[src/rtl/fcnn_layer_sequencer_pkg.sv]
// pa_fcnn_seq: shared state type and width/saturation helpers for the FC-layer sequencer
package pa_fcnn_seq;
  typedef enum logic [2:0] {S_IDLE, S_RUN, S_DRAIN, S_WRITE, S_DONE} seq_state_t;
  function automatic int clog2w(input int x);
    return x > 1 ? $clog2(x) : 1;
  endfunction
  function automatic int acc_w(input int dw, input int p);
    return 2 * dw + $clog2(p);
  endfunction
  function automatic int sat_max(input int dw);
    return (1 << (dw - 1)) - 1;
  endfunction
  function automatic int sat_min(input int dw);
    return -(1 << (dw - 1));
  endfunction
endpackage

[src/rtl/fcnn_layer_sequencer_if.sv]
// fcnn_layer_sequencer_if: start/done handshake plus weight, activation and output memory ports
interface fcnn_layer_sequencer_if #(
  parameter int dataWidth = 8,
  parameter int NsInPrevLayer = 784,
  parameter int NsInNextLayer = 30
);
  import pa_fcnn_seq::*;
  localparam int WA = clog2w(NsInNextLayer * NsInPrevLayer);
  localparam int AA = clog2w(NsInPrevLayer);
  localparam int OA = clog2w(NsInNextLayer);
  logic start, busy, done, w_rd_en, a_rd_en, o_wr_en;
  logic [WA-1:0] w_addr;
  logic [AA-1:0] a_addr;
  logic [OA-1:0] o_addr;
  logic [dataWidth-1:0] w_data, a_data, o_data;
  modport master (
    input start, w_data, a_data,
    output busy, done, w_rd_en, w_addr, a_rd_en, a_addr, o_wr_en, o_addr, o_data
  );
  modport slave (
    output start, w_data, a_data,
    input busy, done, w_rd_en, w_addr, a_rd_en, a_addr, o_wr_en, o_addr, o_data
  );
endinterface

[src/rtl/fcnn_layer_sequencer_mac_unit.sv]
// fcnn_mac_unit: signed MAC with clear, saturating output; FCNN_SEQ_RELU_EN adds ReLU
module fcnn_mac_unit import pa_fcnn_seq::*; #(
  parameter int DW = 8,
  parameter int P = 784
) (
  input  logic                 clk,
  input  logic                 rst,
  input  logic                 clr,
  input  logic                 rd,
  input  logic signed [DW-1:0] w,
  input  logic signed [DW-1:0] a,
  output logic signed [DW-1:0] f
);
  localparam int AW = acc_w(DW, P);
  localparam int PW = 2 * DW;
  localparam logic signed [AW-1:0] HI = AW'(sat_max(DW));
  localparam logic signed [AW-1:0] LO = AW'(sat_min(DW));
  logic vld_q, vld_d;
  logic signed [AW-1:0] acc_q, acc_d;
  logic signed [PW-1:0] prod;
  logic signed [DW-1:0] sat;
  // read data lands one cycle after the strobe, so the strobe is delayed to qualify it
  always_comb begin
    prod = PW'(w) * PW'(a);
    vld_d = rd;
    acc_d = clr ? '0 : vld_q ? acc_q + AW'(prod) : acc_q;
    sat = acc_q > HI ? DW'(HI) : acc_q < LO ? DW'(LO) : DW'(acc_q);
`ifdef FCNN_SEQ_RELU_EN
    f = sat[DW-1] ? '0 : sat;
`else
    f = sat;
`endif
  end
  always_ff @(posedge clk)
    if (!rst) begin
      vld_q <= 1'b0;
      acc_q <= '0;
    end else begin
      vld_q <= vld_d;
      acc_q <= acc_d;
    end
endmodule

[src/rtl/fcnn_layer_sequencer.sv]
// fcnn_layer_sequencer: serial FC-layer controller over one MAC; define FCNN_SEQ_RELU_EN for ReLU output
module fcnn_layer_sequencer import pa_fcnn_seq::*; #(
  parameter int dataWidth = 8,
  parameter int NsInPrevLayer = 784,
  parameter int NsInNextLayer = 30
) (
  input logic clk,
  input logic rst,
  fcnn_layer_sequencer_if.master bus
);
  localparam int P = NsInPrevLayer;
  localparam int N = NsInNextLayer;
  localparam int WA = clog2w(N * P);
  localparam int AA = clog2w(P);
  localparam int OA = clog2w(N);
  seq_state_t state_q, state_d;
  logic [WA-1:0] w_addr_q, w_addr_d;
  logic [AA-1:0] j_q, j_d;
  logic [OA-1:0] i_q, i_d;
  logic run, wr;
  logic signed [dataWidth-1:0] f;
  always_comb begin
    state_d = state_q;
    w_addr_d = w_addr_q;
    j_d = j_q;
    i_d = i_q;
    case (state_q)
      S_IDLE: if (bus.start) begin
        state_d = S_RUN;
        w_addr_d = '0;
        j_d = '0;
        i_d = '0;
      end
      S_RUN: begin
        w_addr_d = w_addr_q + WA'(1);
        j_d = j_q + AA'(1);
        if (j_q == AA'(P - 1)) state_d = S_DRAIN;
      end
      S_DRAIN: state_d = S_WRITE;
      S_WRITE: if (i_q == OA'(N - 1)) state_d = S_DONE;
        else begin
          state_d = S_RUN;
          i_d = i_q + OA'(1);
          j_d = '0;
        end
      S_DONE: state_d = S_IDLE;
      default: state_d = S_IDLE;
    endcase
  end
  always_ff @(posedge clk)
    if (!rst) begin
      state_q <= S_IDLE;
      w_addr_q <= '0;
      j_q <= '0;
      i_q <= '0;
    end else begin
      state_q <= state_d;
      w_addr_q <= w_addr_d;
      j_q <= j_d;
      i_q <= i_d;
    end
  assign run = state_q == S_RUN;
  assign wr = state_q == S_WRITE;
  assign bus.busy = state_q != S_IDLE;
  assign bus.done = state_q == S_DONE;
  assign bus.w_rd_en = run;
  assign bus.a_rd_en = run;
  assign bus.w_addr = run ? w_addr_q : '0;
  assign bus.a_addr = run ? j_q : '0;
  assign bus.o_wr_en = wr;
  assign bus.o_addr = wr ? i_q : '0;
  assign bus.o_data = wr ? f : '0;
  fcnn_mac_unit #(.DW(dataWidth), .P(P)) u_mac (
    .clk(clk),
    .rst(rst),
    .clr(wr || state_q == S_IDLE),
    .rd(run),
    .w(bus.w_data),
    .a(bus.a_data),
    .f(f)
  );
endmodule

[src/flat_wrapper.sv]
// flat-port wrapper written by rule: the top's interface ports become plain ports
module fcnn_layer_sequencer_flat import pa_fcnn_seq::*;
#(
  parameter int dataWidth = 8,
  parameter int NsInPrevLayer = 784,
  parameter int NsInNextLayer = 30
)
  (clk, rst, bus_start, bus_w_data, bus_a_data, bus_busy, bus_done, bus_w_rd_en, bus_w_addr, bus_a_rd_en, bus_a_addr, bus_o_wr_en, bus_o_addr, bus_o_data);
  fcnn_layer_sequencer_if #(.dataWidth(dataWidth), .NsInPrevLayer(NsInPrevLayer), .NsInNextLayer(NsInNextLayer)) bus_i ();
  input logic clk;
  input logic rst;
  input wire logic [$bits(bus_i.start)-1:0] bus_start;
  input wire logic [$bits(bus_i.w_data)-1:0] bus_w_data;
  input wire logic [$bits(bus_i.a_data)-1:0] bus_a_data;
  output wire logic [$bits(bus_i.busy)-1:0] bus_busy;
  output wire logic [$bits(bus_i.done)-1:0] bus_done;
  output wire logic [$bits(bus_i.w_rd_en)-1:0] bus_w_rd_en;
  output wire logic [$bits(bus_i.w_addr)-1:0] bus_w_addr;
  output wire logic [$bits(bus_i.a_rd_en)-1:0] bus_a_rd_en;
  output wire logic [$bits(bus_i.a_addr)-1:0] bus_a_addr;
  output wire logic [$bits(bus_i.o_wr_en)-1:0] bus_o_wr_en;
  output wire logic [$bits(bus_i.o_addr)-1:0] bus_o_addr;
  output wire logic [$bits(bus_i.o_data)-1:0] bus_o_data;
  assign bus_i.start = bus_start;
  assign bus_i.w_data = bus_w_data;
  assign bus_i.a_data = bus_a_data;
  assign bus_busy = bus_i.busy;
  assign bus_done = bus_i.done;
  assign bus_w_rd_en = bus_i.w_rd_en;
  assign bus_w_addr = bus_i.w_addr;
  assign bus_a_rd_en = bus_i.a_rd_en;
  assign bus_a_addr = bus_i.a_addr;
  assign bus_o_wr_en = bus_i.o_wr_en;
  assign bus_o_addr = bus_i.o_addr;
  assign bus_o_data = bus_i.o_data;
  fcnn_layer_sequencer #(.dataWidth(dataWidth), .NsInPrevLayer(NsInPrevLayer), .NsInNextLayer(NsInNextLayer)) u_core (.clk(clk), .rst(rst), .bus(bus_i));
endmodule
[config.mk]
export PLATFORM = sky130hd
export DESIGN_NAME = fcnn_layer_sequencer_flat
export DESIGN_NICKNAME = d
export VERILOG_FILES = /design/src/rtl/fcnn_layer_sequencer_pkg.sv /design/src/rtl/fcnn_layer_sequencer_if.sv /design/src/rtl/fcnn_layer_sequencer_mac_unit.sv /design/src/rtl/fcnn_layer_sequencer.sv /design/src/flat_wrapper.sv
export SDC_FILE = /design/constraint.sdc
export NUM_CORES = 1
export LEC_CHECK = 0
export ABC_CLOCK_PERIOD_IN_PS = 7700
export BUFFER_PORTS_ARGS = -buffer_cell sky130_fd_sc_hd__buf_4
export CORE_AREA = 4 4 115 117
export CTS_BUF_LIST = sky130_fd_sc_hd__clkbuf_2
export CTS_CLUSTER_DIAMETER = 80
export CTS_CLUSTER_SIZE = 40
export DETAILED_ROUTE_END_ITERATION = 10
export DIE_AREA = 0 0 119 121
export PLACE_DENSITY = 0.83
export SYNTH_ARGS = -nofsm -noshare
export SYNTH_HDL_FRONTEND = slang
export SYNTH_SLANG_ARGS = --single-unit
[constraint.sdc]
create_clock -name clk -period 7.7 [get_ports clk]
set_input_delay 1.54 -clock clk [delete_from_list [all_inputs] [get_ports clk]]
set_output_delay 1.54 -clock clk [all_outputs]
set_load 0.01 [all_outputs]
# Word-level counts from Yosys, hierarchy flattened
# Index checks and enable logic that the tools add are counted.
dict set report op_classes {
  mux 18
  div 0
  bitwise_logic 1
  reduce_logical 11
  magnitude_cmp 2
  shift 0
  add_sub_neg 4
  n_eq_ne 9
  multipliers 1
}
# operator n
set op_table {}
lappend op_table {{$mux 10} 3}
lappend op_table {{$mux 15} 2}
lappend op_table {{$pmux 10 s3} 1}
lappend op_table {{$pmux 15 s2} 1}
lappend op_table {{$add 26x26->26} 1}
lappend op_table {{$gt 26x8->1 const B} 1}
lappend op_table {{$lt 26x8->1 const B} 1}
lappend op_table {{$mux 8} 3}
lappend op_table {{$mul 8x8->16} 1}
lappend op_table {{$add 15x1->15 const B} 1}
lappend op_table {{$mux 5} 3}
lappend op_table {{$pmux 3 s4} 1}
lappend op_table {{$add 10x1->10 const B} 1}
lappend op_table {{$eq 10x10->1 const B} 1}
lappend op_table {{$pmux 5 s2} 1}
lappend op_table {{$mux 3} 3}
lappend op_table {{$eq 3x2->1 const B} 2}
lappend op_table {{$ne 2x2->1 const B} 3}
lappend op_table {{$reduce_and 3->1} 2}
lappend op_table {{$reduce_bool 3->1} 2}
lappend op_table {{$add 5x1->5 const B} 1}
lappend op_table {{$eq 5x5->1 const B} 1}
lappend op_table {{$reduce_and 2->1} 2}
lappend op_table {{$reduce_bool 2->1} 2}
lappend op_table {{6 further kinds} 6}
dict set report word_totals {
  latch_bits 0
  ramBits 0
  regBits 60
  output_inout_bits 43
  input_bits 19
  memories 0
  elab_cells 52
  romBits 0
}

# Depth between registers and ports, before layout
# Gate-level depths: netlist (run 1).
dict set report logic_depth {
  ltp_word 4
  depth_mapped 27
  depth_no_buf 27
}

# Hierarchy
# From an unflattened synthesis (run 1), not the netlist that was laid out.
dict set report unflattened {
  cells_unflattened 823
  hier_area_um2 6735.2
}
# module seq_area_each_um2 cells_each n_inst area_each_um2
set modules_own_cells {}
lappend modules_own_cells {fcnn_mac_unit 540.5 572 1 4794.6}
lappend modules_own_cells {fcnn_layer_sequencer 660.6 251 1 1940.6}

# Least setup slack after synthesis (run 1)
# Ideal clock, no wire load.
dict set report synth_timing {
  path_kind {in2reg}
  from {input bus_w_data[7]}
  to {register u_core.u_mac.acc_q[25]}
  path_stages 24
  path_buffers 0
  t_required_ns 7.639
  arrival_time_ns 7.351
  slack_ns 0.288
  setup_time_ns 0.061
  path_cell_list {and2_1 > fa_1 > inv_1 > fa_1 > inv_1 > fa_1 > inv_1 > fa_1 > inv_1 > ha_1 > nand4_1 > nor2_1 > a2111oi_0 > o21ai_1 > xnor2_2 > ha_1 > a21o_1 > a21o_1 > a21o_1 > or3_1 > o22ai_2 > xnor2_1 > a211o_1 > nand2_1}
}
dict set report synth_between {
  elab_chain_cells 2
}
# item line
set synth_lines {}
lappend synth_lines {{start, declared} flat_wrapper.sv:13} ;# input wire logic [$bits(bus_i.w_data)-1:0] bus_w_data;
lappend synth_lines {{$mul 8x8->16} fcnn_layer_sequencer_mac_unit.sv:24} ;# prod = PW'(w) * PW'(a);
lappend synth_lines {{$add 26x26->26} fcnn_layer_sequencer_mac_unit.sv:26} ;# acc_d = clr ? '0 : vld_q ? acc_q + AW'(prod) : acc_q;
lappend synth_lines {{end signal, assigned} fcnn_layer_sequencer_mac_unit.sv:37} ;# acc_q <= '0;
lappend synth_lines {{end signal, assigned} fcnn_layer_sequencer_mac_unit.sv:40} ;# acc_q <= acc_d;
lappend synth_lines {{end, declared} fcnn_layer_sequencer_mac_unit.sv:19} ;# logic signed [AW-1:0] acc_q, acc_d;
# Every way passes these cells.
# A chain may end at the register's enable or synchronous reset.

# Worst setup path after layout (run 1)
# Ends and elaborated chain as after synthesis.

==> impl_metrics.env, run 1 <==
export IMPL_ff2ff_setup_slack_ps=4980
export IMPL_grt_util_met2_pct=32.7
export IMPL_end_kind="flip-flop"
export IMPL_fin_nets=978
export IMPL_yosysWarningCount=0
export IMPL_die_w_um=119
export IMPL_antenna_cells=0
export IMPL_ys_flop_type="dfxtp_1"
export IMPL_vias_per_cell=5.36
export IMPL_synthAdderAreaFrac_pct=28.8
export IMPL_core_area_mm2=0.0124
export IMPL_powerDensity_mw_per_mm2=373
export IMPL_vias=5457
export IMPL_r2r_cells=10
export IMPL_antenna_found_initial=0
export IMPL_drt_iter0_drc=368
export IMPL_rsz0062_at_grt="false"
export IMPL_final_cell_mix="inv_1, buf_4, nand2_1"
export IMPL_num_rows=41
export IMPL_cts_htree_levels=3
export IMPL_grt_pass1_wl_um=23500
export IMPL_cts_inserted_buffers=9
export IMPL_ctsResizeCount=0
export IMPL_syn_avg_cell_area_um2=8.39
export IMPL_max_vdd_ir_drop_v=0.000232
export IMPL_die_h_um=121
export IMPL_async_reset_ff_share_pct=0
export IMPL_start_util_pct=52.9
export IMPL_drt_total_wl_um=13500
export IMPL_path_clk_slew_ps=160
export IMPL_required_ps=8160
export IMPL_slew_headroom_pct=43.2
export IMPL_worst_path_buf_inv=5
export IMPL_start_kind="input port"
export IMPL_fmax_mhz=138
export IMPL_power_leakage_uw=0.00363
export IMPL_seqCellArea_mm2=0.00120
export IMPL_tightest_slew_ps=850
export IMPL_status="complete, no violations"
export IMPL_multiInputGateArea_mm2=0.00490
export IMPL_synth_top_family_by_area="adder cells"
export IMPL_post_route_min_period_ps=7220
export IMPL_synthTopCellsByArea="dfxtp_1, fa_1, ha_1, inv_1, and2_1"
export IMPL_wl_per_cell_um=13.3
export IMPL_power_total_uw=2730
export IMPL_rr_endpoint="u_core.u_mac.acc_q[22]"
export IMPL_r2r_start="u_core.u_mac.acc_q[0]"
export IMPL_synth_top_area_cell="dfxtp_1"
export IMPL_io_pins=62
export IMPL_cp_depth=25
export IMPL_drc_errors=0
export IMPL_crit_end="u_core.u_mac.acc_q[25]"
export IMPL_critPathMaxStageDelay_ps=550
export IMPL_setup_viol=0
export IMPL_syn_num_nets=916
export IMPL_fillers=1079
export IMPL_maxSlewViolCount=0
export IMPL_grtUsageMet1_pct=26.2
export IMPL_fin_tns_setup_ps=0
export IMPL_grt_ovfl_total=0
export IMPL_synth_cell_types=53
export IMPL_drive_gt1_share_pct=10.3
export IMPL_finClkSkew_ps=25.3
export IMPL_grt_max_degree=32
export IMPL_dr_pass1_iters=5
export IMPL_use_met3_pct=3.96
export IMPL_finalHoldViolations=0
export IMPL_muxShareOfSynthArea_pct=2.93
export IMPL_synth_simple_area_share_pct=22.5
export IMPL_final_util_pct=59.2
export IMPL_synth_compound_area_share_pct=13.5
export IMPL_cts_sinks=60
export IMPL_gp_congestion=0.889
export IMPL_synth_edf_count=0
export IMPL_place_hpwl_um=10700
export IMPL_tritoncts="yes"
export IMPL_min_path_type="flip-flop to flip-flop"
export IMPL_die_area_mm2=0.0144
export IMPL_yosysSeqAreaShare_pct=18.4
export IMPL_layout_commonest_cell="inv_1"
export IMPL_areaGrowthSynthToFinish_pct=11.9
export IMPL_cts_setup_buffers=0
export IMPL_grt_pass1_vias=5204
export IMPL_grt_busiest_layer="met2"
export IMPL_crit_path_start="bus_w_data[7]"
export IMPL_worstSetupPathType="input port to flip-flop"
export IMPL_cp_slowest_cell="fa_1"
export IMPL_insertion_delay_ps=520
export IMPL_netlist_area_mm2=0.00654
export IMPL_crit_fanout=11
export IMPL_postSynthCellCount=780
export IMPL_synth_top_area_share_pct=18.4
export IMPL_worst_ep_arrival_time_ps=7680
export IMPL_synth_seq_cells=60
export IMPL_fin_crit_sh_pct=93.8
export IMPL_drv_cap=0
export IMPL_synth_xor_area_share_pct=7.21
export IMPL_ctsRootBufferMaster="clkbuf_2"
export IMPL_grt_use_total_pct=19.5
export IMPL_holdBufCountCts=0
export IMPL_port_buffers=61
export IMPL_ant_nets=0
export IMPL_clockBufferDepth=2
export IMPL_crit_family="adder cells"
## cells in the mapped netlist (2+ instances only)
library cell / instances
clkbuf_1: 11
o21bai_1: 4
mux2i_1: 18
nor3_1: 6
o211ai_1: 6
a21boi_1: 5
a211o_1: 2
nor4b_1: 2
nand2_1: 63
nand3_1: 14
dfxtp_1: 60
fa_1: 56
or4_1: 2
inv_1: 99
o21a_1: 12
a21oi_1: 31
nor4_1: 5
a211oi_1: 7
nand4_1: 13
buf_1: 3
xor2_1: 22
a21boi_0: 3
xnor2_1: 30
ha_1: 61
or2_1: 3
a21o_1: 15
o21ai_0: 12
nor2_1: 52
or3_1: 4
o21ai_1: 16
nand2b_1: 4
and4_1: 4
nor2b_1: 10
and2_1: 55
and3_1: 43
a31oi_1: 10
## sequential cells by signal, indices dropped and copies added (netlist names)
register            cells
u_core.u_mac.vld_q      1
u_core.j_q             10
u_core.state_q          3
u_core.w_addr_q        15
u_core.u_mac.acc_q     26
u_core.i_q              5
## logic make-up (layout without fill, tap and decap cells)
family / count (synthesis) / in the layout
AO/OA/AOI/OAI: 133 / 133
XOR/XNOR: 53 / 53
adder cells (fa/ha/maj): 117 / 117
buffers and inverters: 116 / 182
flip-flops: 60 / 60
multiplexers: 19 / 19
AND/OR/NAND/NOR: 282 / 282
## stage by stage
stage | setup slack (ps) | std cells | hold slack [ps] | cell area (um^2)
after global routing | 12.0 | 1018 | 515 | 7320
final | 479 | 1018 | 495 | 7320
after global placement | 85.0 | 1003 | 462 | 7200
after CTS | 531 | 1018 | 490 | 7320
after floorplan | 288 | 780 | 446 | 6540
after detailed placement | -21.0 | 1003 | 468 | 7200
## final cells by class
| type | count | share of cell area, % |
|---|---|---|
| Inverter | 100 | 5.12 |
| Clock inverter | 5 | 1.06 |
| Multi-Input combinational cell | 604 | 66.9 |
| Timing Repair Buffer | 67 | 6.87 |
| Sequential cell | 60 | 16.4 |
| Tap cell | 172 | 2.94 |
| Clock buffer | 10 | 0.683 |
## how the worst min path moves through the flow
stage / startpoint / slack, ps / end / cells after the start
3_5_place_dp: u_core.w_addr_q[14] / 470 / u_core.w_addr_q[14] / 2
4_1_cts: u_core.w_addr_q[14] / 490 / u_core.w_addr_q[14] / 2
3_3_place_gp: u_core.w_addr_q[14] / 460 / u_core.w_addr_q[14] / 2
6_report: u_core.w_addr_q[14] / 500 / u_core.w_addr_q[14] / 2
2_1_floorplan: u_core.w_addr_q[14] / 450 / u_core.w_addr_q[14] / 2
5_1_grt: u_core.w_addr_q[14] / 510 / u_core.w_addr_q[14] / 2
## power by group
part | switching, uW | internal (uW) | total [uW]
Combinational | 1250 | 903 | 2150
Sequential | 25.8 | 331 | 357
Clock | 120 | 106 | 226
Total | 1390 | 1340 | 2730
## per-layer routing
metal | part of all wire [%] | vias up | wire length (um)
met3 | 3.8 | 16 | 520
met4 | 1.1 | 0 | 148
li1 | - | 2748 | -
met1 | 46 | 2595 | 6280
met2 | 49 | 98 | 6570
met5 | 0 | - | 0
## tightest hold or removal path, cell delays in order (launching register included)
cell and delay, ps:
dfxtp_1 360, nand3_1 60, a21boi_1 50
No activity file was read; power rests on OpenSTA's default activity.
==> run 2, diff against run 1 <==
- ABC_CLOCK_PERIOD_IN_PS: 7700 -> 9340
- BUFFER_PORTS_ARGS: -buffer_cell sky130_fd_sc_hd__buf_4 -> not set
- CORE_AREA: 4 4 115 117 -> 4 4 138 140
- DIE_AREA: 0 0 119 121 -> 0 0 142 144
- DONT_BUFFER_PORTS: not set -> 1
- PLACE_DENSITY: 0.83 -> 0.58
- clock period: 7.7 -> 9.34 ns (I/O delays scaled with it)
==> run 2 against run 1 <==
Effect of this change: register-to-register slack improved by 1600 ps; clock power is 10% lower; hold slack lost 1.7 ps; die area is 42% higher; combinational power fell by 21%; critical path type unchanged; largest cell class unchanged; largest power group unchanged.
==> impl_metrics.env, run 2 (synthesis gave the netlist of run 1 again) <==
export IMPL_min_path_type="flip-flop to flip-flop"
export IMPL_comb_power_share_pct=77.4
export IMPL_rsz0062_at_grt="false"
export IMPL_die_area_mm2=0.0204
export IMPL_slew_headroom_pct=36.2
export IMPL_fmax_mhz=129
export IMPL_ctsResizeCount=0
export IMPL_port_buffers=0
export IMPL_status="complete, no violations"
export IMPL_required_ps=9840
export IMPL_io_pins=62
export IMPL_post_route_min_period_ps=7740
export IMPL_tritoncts="yes"
export IMPL_end_kind="flip-flop"
export IMPL_num_rows=49
export IMPL_drt_total_wl_um=14100
export IMPL_cts_htree_levels=3
export IMPL_gp_congestion=0.836
export IMPL_antenna_found_initial=0
export IMPL_largest_reg_flops=26
export IMPL_drive_gt1_share_pct=3.07
export IMPL_grt_use_total_pct=14.2
export IMPL_antenna_cells=0
export IMPL_ant_nets=0
export IMPL_setup_viol=0
export IMPL_cts_inserted_buffers=9
export IMPL_drc_errors=0
export IMPL_insertion_delay_ps=530
export IMPL_path_clk_slew_ps=200
export IMPL_powerDensity_mw_per_mm2=318
export IMPL_grt_ovfl_total=0
export IMPL_start_util_pct=36.7
export IMPL_cts_setup_buffers=0
export IMPL_power_leakage_uw=0.00329
export IMPL_cts_sinks=60
export IMPL_grt_pass1_wl_um=24000
export IMPL_finClkSkew_ps=19.2
export IMPL_vias=5141
export IMPL_worstSetupPathType="input port to flip-flop"
export IMPL_power_total_uw=2200
export IMPL_finalHoldViolations=0
export IMPL_core_area_mm2=0.0178
export IMPL_areaGrowthSynthToFinish_pct=5.81
export IMPL_switching_share_pct=51.9
export IMPL_p_int_uw=1060
export IMPL_net_switching_power_uw=1140
export IMPL_layout_commonest_cell="inv_1"
export IMPL_vias_per_cell=5.09
export IMPL_worst_ep_arrival_time_ps=8240
export IMPL_regMostFlops="u_core.u_mac.acc_q"
export IMPL_ctsRootBufferMaster="clkbuf_2"
export IMPL_start_kind="input port"
export IMPL_grt_max_degree=32
export IMPL_maxSlewViolCount=0
export IMPL_die_h_um=144
export IMPL_die_w_um=142
export IMPL_tightest_slew_ps=955
export IMPL_fin_crit_sh_pct=82.9
export IMPL_max_vdd_ir_drop_v=0.000185
export IMPL_final_area_mm2=0.00692
export IMPL_dpl_cell_area_mm2=0.00678
export IMPL_drt_iter0_drc=209
export IMPL_fin_tns_setup_ps=0
export IMPL_power_frac_seq_pct=13.4
export IMPL_grt_pass1_vias=5016
export IMPL_dr_pass1_iters=4
export IMPL_fin_nets=913
export IMPL_clockBufferDepth=2
export IMPL_place_hpwl_um=11000
export IMPL_holdBufCountCts=0
export IMPL_wl_per_cell_um=13.9
export IMPL_final_cell_mix="inv_1, nand2_1, ha_1"
export IMPL_clkPwrFrac_pct=9.2
export IMPL_crit_fanout=13
export IMPL_reg_largest_list="u_core.u_mac.acc_q x26, u_core.w_addr_q x15, u_core.j_q x10"
export IMPL_drv_cap=0
-- run 2: cell types whose count changed in the layout (fill, tap and decap cells not counted) --
cell	change
clkinvlp_4	+1
inv_6	+2
clkbuf_2	-1
buf_4	-65
clkinv_1	-1
-- run 2: area by class of cell --
cell class	count	area [um^2]
well taps	229	287
inverters	100	375
clock inverters	7	98.8
multi-input cells	604	4900
clock buffers	9	45.0
flip-flops and latches	60	1200
fillers	1826	10900
repair buffers	2	15.0
-- run 2: layer usage --
| layer | part of all wire (%) | routed length (um) | track usage (%) | vias to the layer above |
|---|---|---|---|---|
| li1 | - | - | - | 2630 |
| met5 | 0 | 0 | 0 | - |
| met2 | 48 | 6700 | 23.4 | 62 |
| met4 | 1.1 | 149 | 2.83 | 0 |
| met1 | 48 | 6810 | 19.2 | 2432 |
| met3 | 3.0 | 426 | 3.17 | 17 |
-- run 2: worst max-delay path, stage by stage --
cell and delay [ps]:
and2_1 180, fa_1 620, inv_1 150, fa_1 550, inv_1 50, fa_1 520
inv_1 50, fa_1 520, inv_1 40, ha_1 350, nand4_1 140, nor2_1 50
a2111oi_0 390, o21ai_1 180, xnor2_2 600, ha_1 430, a21o_1 190, a21o_1 170
a21o_1 190, or3_1 370, o22ai_2 130, xnor2_1 110, a211o_1 320, nand2_1 60
-- run 2: metrics by stage --
| step | utilization (%) | setup slack [ps] | instances | hold slack (ps) |
|---|---|---|---|---|
| floorplan | - | 1600 | 780 | 446 |
| global placement | 38.0 | 1130 | 995 | 465 |
| detailed placement | 38.0 | 1030 | 995 | 470 |
| CTS | 38.8 | 1620 | 1011 | 495 |
| global route | 38.8 | 1230 | 1011 | 534 |
| finish | 38.8 | 1600 | 1011 | 494 |
-- run 2: worst paths after layout --
kind | cells after the start | from | slack, ps | end
setup / recovery | 24 | bus_w_data[7] | 1600 | u_core.u_mac.acc_q[25]
hold / removal | 2 | u_core.w_addr_q[14] | 490 | u_core.w_addr_q[14]
setup reg to reg | 10 | u_core.u_mac.acc_q[0] | 6540 | u_core.u_mac.acc_q[22]
hold reg to reg | 2 | u_core.w_addr_q[14] | 490 | u_core.w_addr_q[14]
-- run 2: power by group through the flow --
stage | clock network, uW | registers, uW | logic [uW]
after global placement | 0 | 299 | 1710
after floorplan | 0 | 291 | 1400
after CTS | 213 | 294 | 1710
after global routing | 219 | 298 | 1950
after detailed placement | 0 | 299 | 1700
final | 203 | 294 | 1700
==> run 3, diff against run 2 <==
- ABC_CLOCK_PERIOD_IN_PS: 9340 -> 8000
- clock period: 9.34 -> 8 ns (I/O delays scaled with it)
==> run 3 against run 2 <==
Effect of this change: clock skew is 13 ps higher; clock power is 22% lower; sequential power is 17% higher; flip-flop and latch count stayed put; power is 15% higher; largest cell class unchanged; highest routed layer unchanged.
==> impl_metrics.env, run 3 (synthesis gave the netlist of run 1 again) <==
export IMPL_status="complete, no violations"
export IMPL_finClkSkew_ps=31.8
export IMPL_dr_pass1_iters=4
export IMPL_r2r_cells=10
export IMPL_crit_fanout=10
export IMPL_cts_sinks=60
export IMPL_tightest_slew_ps=657
export IMPL_grt_pass1_wl_um=23800
export IMPL_ctsRootBufferMaster="clkbuf_2"
export IMPL_largest_reg_flops=26
export IMPL_maxSlewViolCount=0
export IMPL_wl_per_cell_um=13.6
export IMPL_r2r_start="u_core.u_mac.acc_q[0]"
export IMPL_areaGrowthSynthToFinish_pct=5.07
export IMPL_start_kind="input port"
export IMPL_antenna_cells=0
export IMPL_regMostFlops="u_core.u_mac.acc_q"
export IMPL_holdBufCountCts=0
export IMPL_die_h_um=144
export IMPL_finalHoldViolations=0
export IMPL_vias_per_cell=5.08
export IMPL_hold_depth=2
export IMPL_ant_nets=0
export IMPL_die_area_mm2=0.0204
export IMPL_post_route_min_period_ps=7350
export IMPL_vias=5146
export IMPL_gp_congestion=0.841
export IMPL_hold_slack_ps=502
export IMPL_fmax_mhz=136
export IMPL_setup_viol=0
export IMPL_drc_errors=0
export IMPL_powerDensity_mw_per_mm2=367
export IMPL_die_w_um=142
export IMPL_drt_iter0_drc=200
export IMPL_reg_largest_list="u_core.u_mac.acc_q x26, u_core.w_addr_q x15, u_core.j_q x10"
export IMPL_fin_tns_setup_ps=0
export IMPL_layout_commonest_cell="inv_1"
export IMPL_place_hpwl_um=11000
export IMPL_cts_setup_buffers=0
export IMPL_crit_path_start="bus_w_data[7]"
export IMPL_ctsResizeCount=0
export IMPL_grt_ovfl_total=0
export IMPL_grt_use_total_pct=13.8
export IMPL_drt_total_wl_um=13800
export IMPL_power_leakage_uw=0.00327
export IMPL_insertion_delay_ps=520
export IMPL_final_cell_mix="inv_1, nand2_1, ha_1"
export IMPL_io_pins=62
export IMPL_worstSetupPathType="input port to flip-flop"
export IMPL_cts_inserted_buffers=9
export IMPL_grt_max_degree=32
export IMPL_end_kind="flip-flop"
export IMPL_max_vdd_ir_drop_v=0.000165
export IMPL_power_total_uw=2520
export IMPL_fin_nets=915
export IMPL_clockBufferDepth=2
export IMPL_drive_gt1_share_pct=3.19
export IMPL_start_util_pct=36.7
export IMPL_port_buffers=0
export IMPL_num_rows=49
export IMPL_antenna_found_initial=0
export IMPL_cts_htree_levels=3
export IMPL_worst_ep_arrival_time_ps=7780
export IMPL_fin_crit_sh_pct=91.9
export IMPL_rsz0062_at_grt="false"
export IMPL_grt_pass1_vias=4999
export IMPL_path_clk_slew_ps=200
export IMPL_slew_headroom_pct=56.2
export IMPL_min_path_type="flip-flop to flip-flop"
export IMPL_core_area_mm2=0.0178
export IMPL_hold_start="u_core.w_addr_q[14]"
export IMPL_required_ps=8420
export IMPL_drv_cap=0
export IMPL_tritoncts="yes"
==> run 3: cell count changes in the layout (fill, tap and decap cells not counted) <==
cell / delta
buf_4: +2
clkinv_2: +2
clkbuf_2: +1
clkinvlp_4: +1
bufinv_16: -2
clkinv_4: -1
inv_6: -2
==> run 3: worst paths after layout <==
check	end	slack [ps]
worst min-delay path	u_core.w_addr_q[14]	500
worst max-delay path	u_core.u_mac.acc_q[24]	650
worst min register to register	u_core.w_addr_q[14]	500
worst max register to register	u_core.u_mac.acc_q[22]	5180
==> run 3: critical path: stages <==
cell and delay, ps:
and2_1 180, fa_1 630, inv_1 160, fa_1 550, inv_1 50, fa_1 520
inv_1 50, fa_1 520, inv_1 40, ha_1 350, nand4_1 140, nor2_1 50
a2111oi_0 360, o21ai_1 170, xnor2_2 510, ha_1 420, a21oi_1 210, o21ai_1 100
and2_1 170, or4_1 390, a21o_1 170, a31oi_1 180, xor2_1 160, o21ai_1 70
==> run 3: final cells by class <==
cell class / instances / area, um^2
fillers: 1871 / 11000
multi-input cells: 604 / 4900
flip-flops and latches: 60 / 1200
inverters: 100 / 375
well taps: 229 / 287
clock buffers: 10 / 50.0
clock inverters: 5 / 30.0
repair buffers: 4 / 30.0
==> run 3: layer usage <==
metal,share of wire (%),global-route usage [%],routed length [um],vias up
met5,0,0,0,-
met4,0.55,2.42,76,0
met3,3.4,3.14,472,8
met2,47,22.8,6520,61
met1,49,18.9,6680,2454
li1,-,-,-,2623
==> run 3: stage by stage <==
stage	area (um^2)	util, %	worst slack (ps)	instances
floorplan	6540	-	528	780
global placement	6800	38.1	209	997
detailed placement	6800	38.1	122	997
CTS	6880	38.5	679	1012
global route	6880	38.5	224	1012
finish	6880	38.5	648	1012
==> run 3: power breakdown <==
group          total (uW)  internal [uW]  switching, uW
clock                 159           38.6            120
sequential            343            319           24.3
combinational        2020            832           1190
total                2520           1190           1340
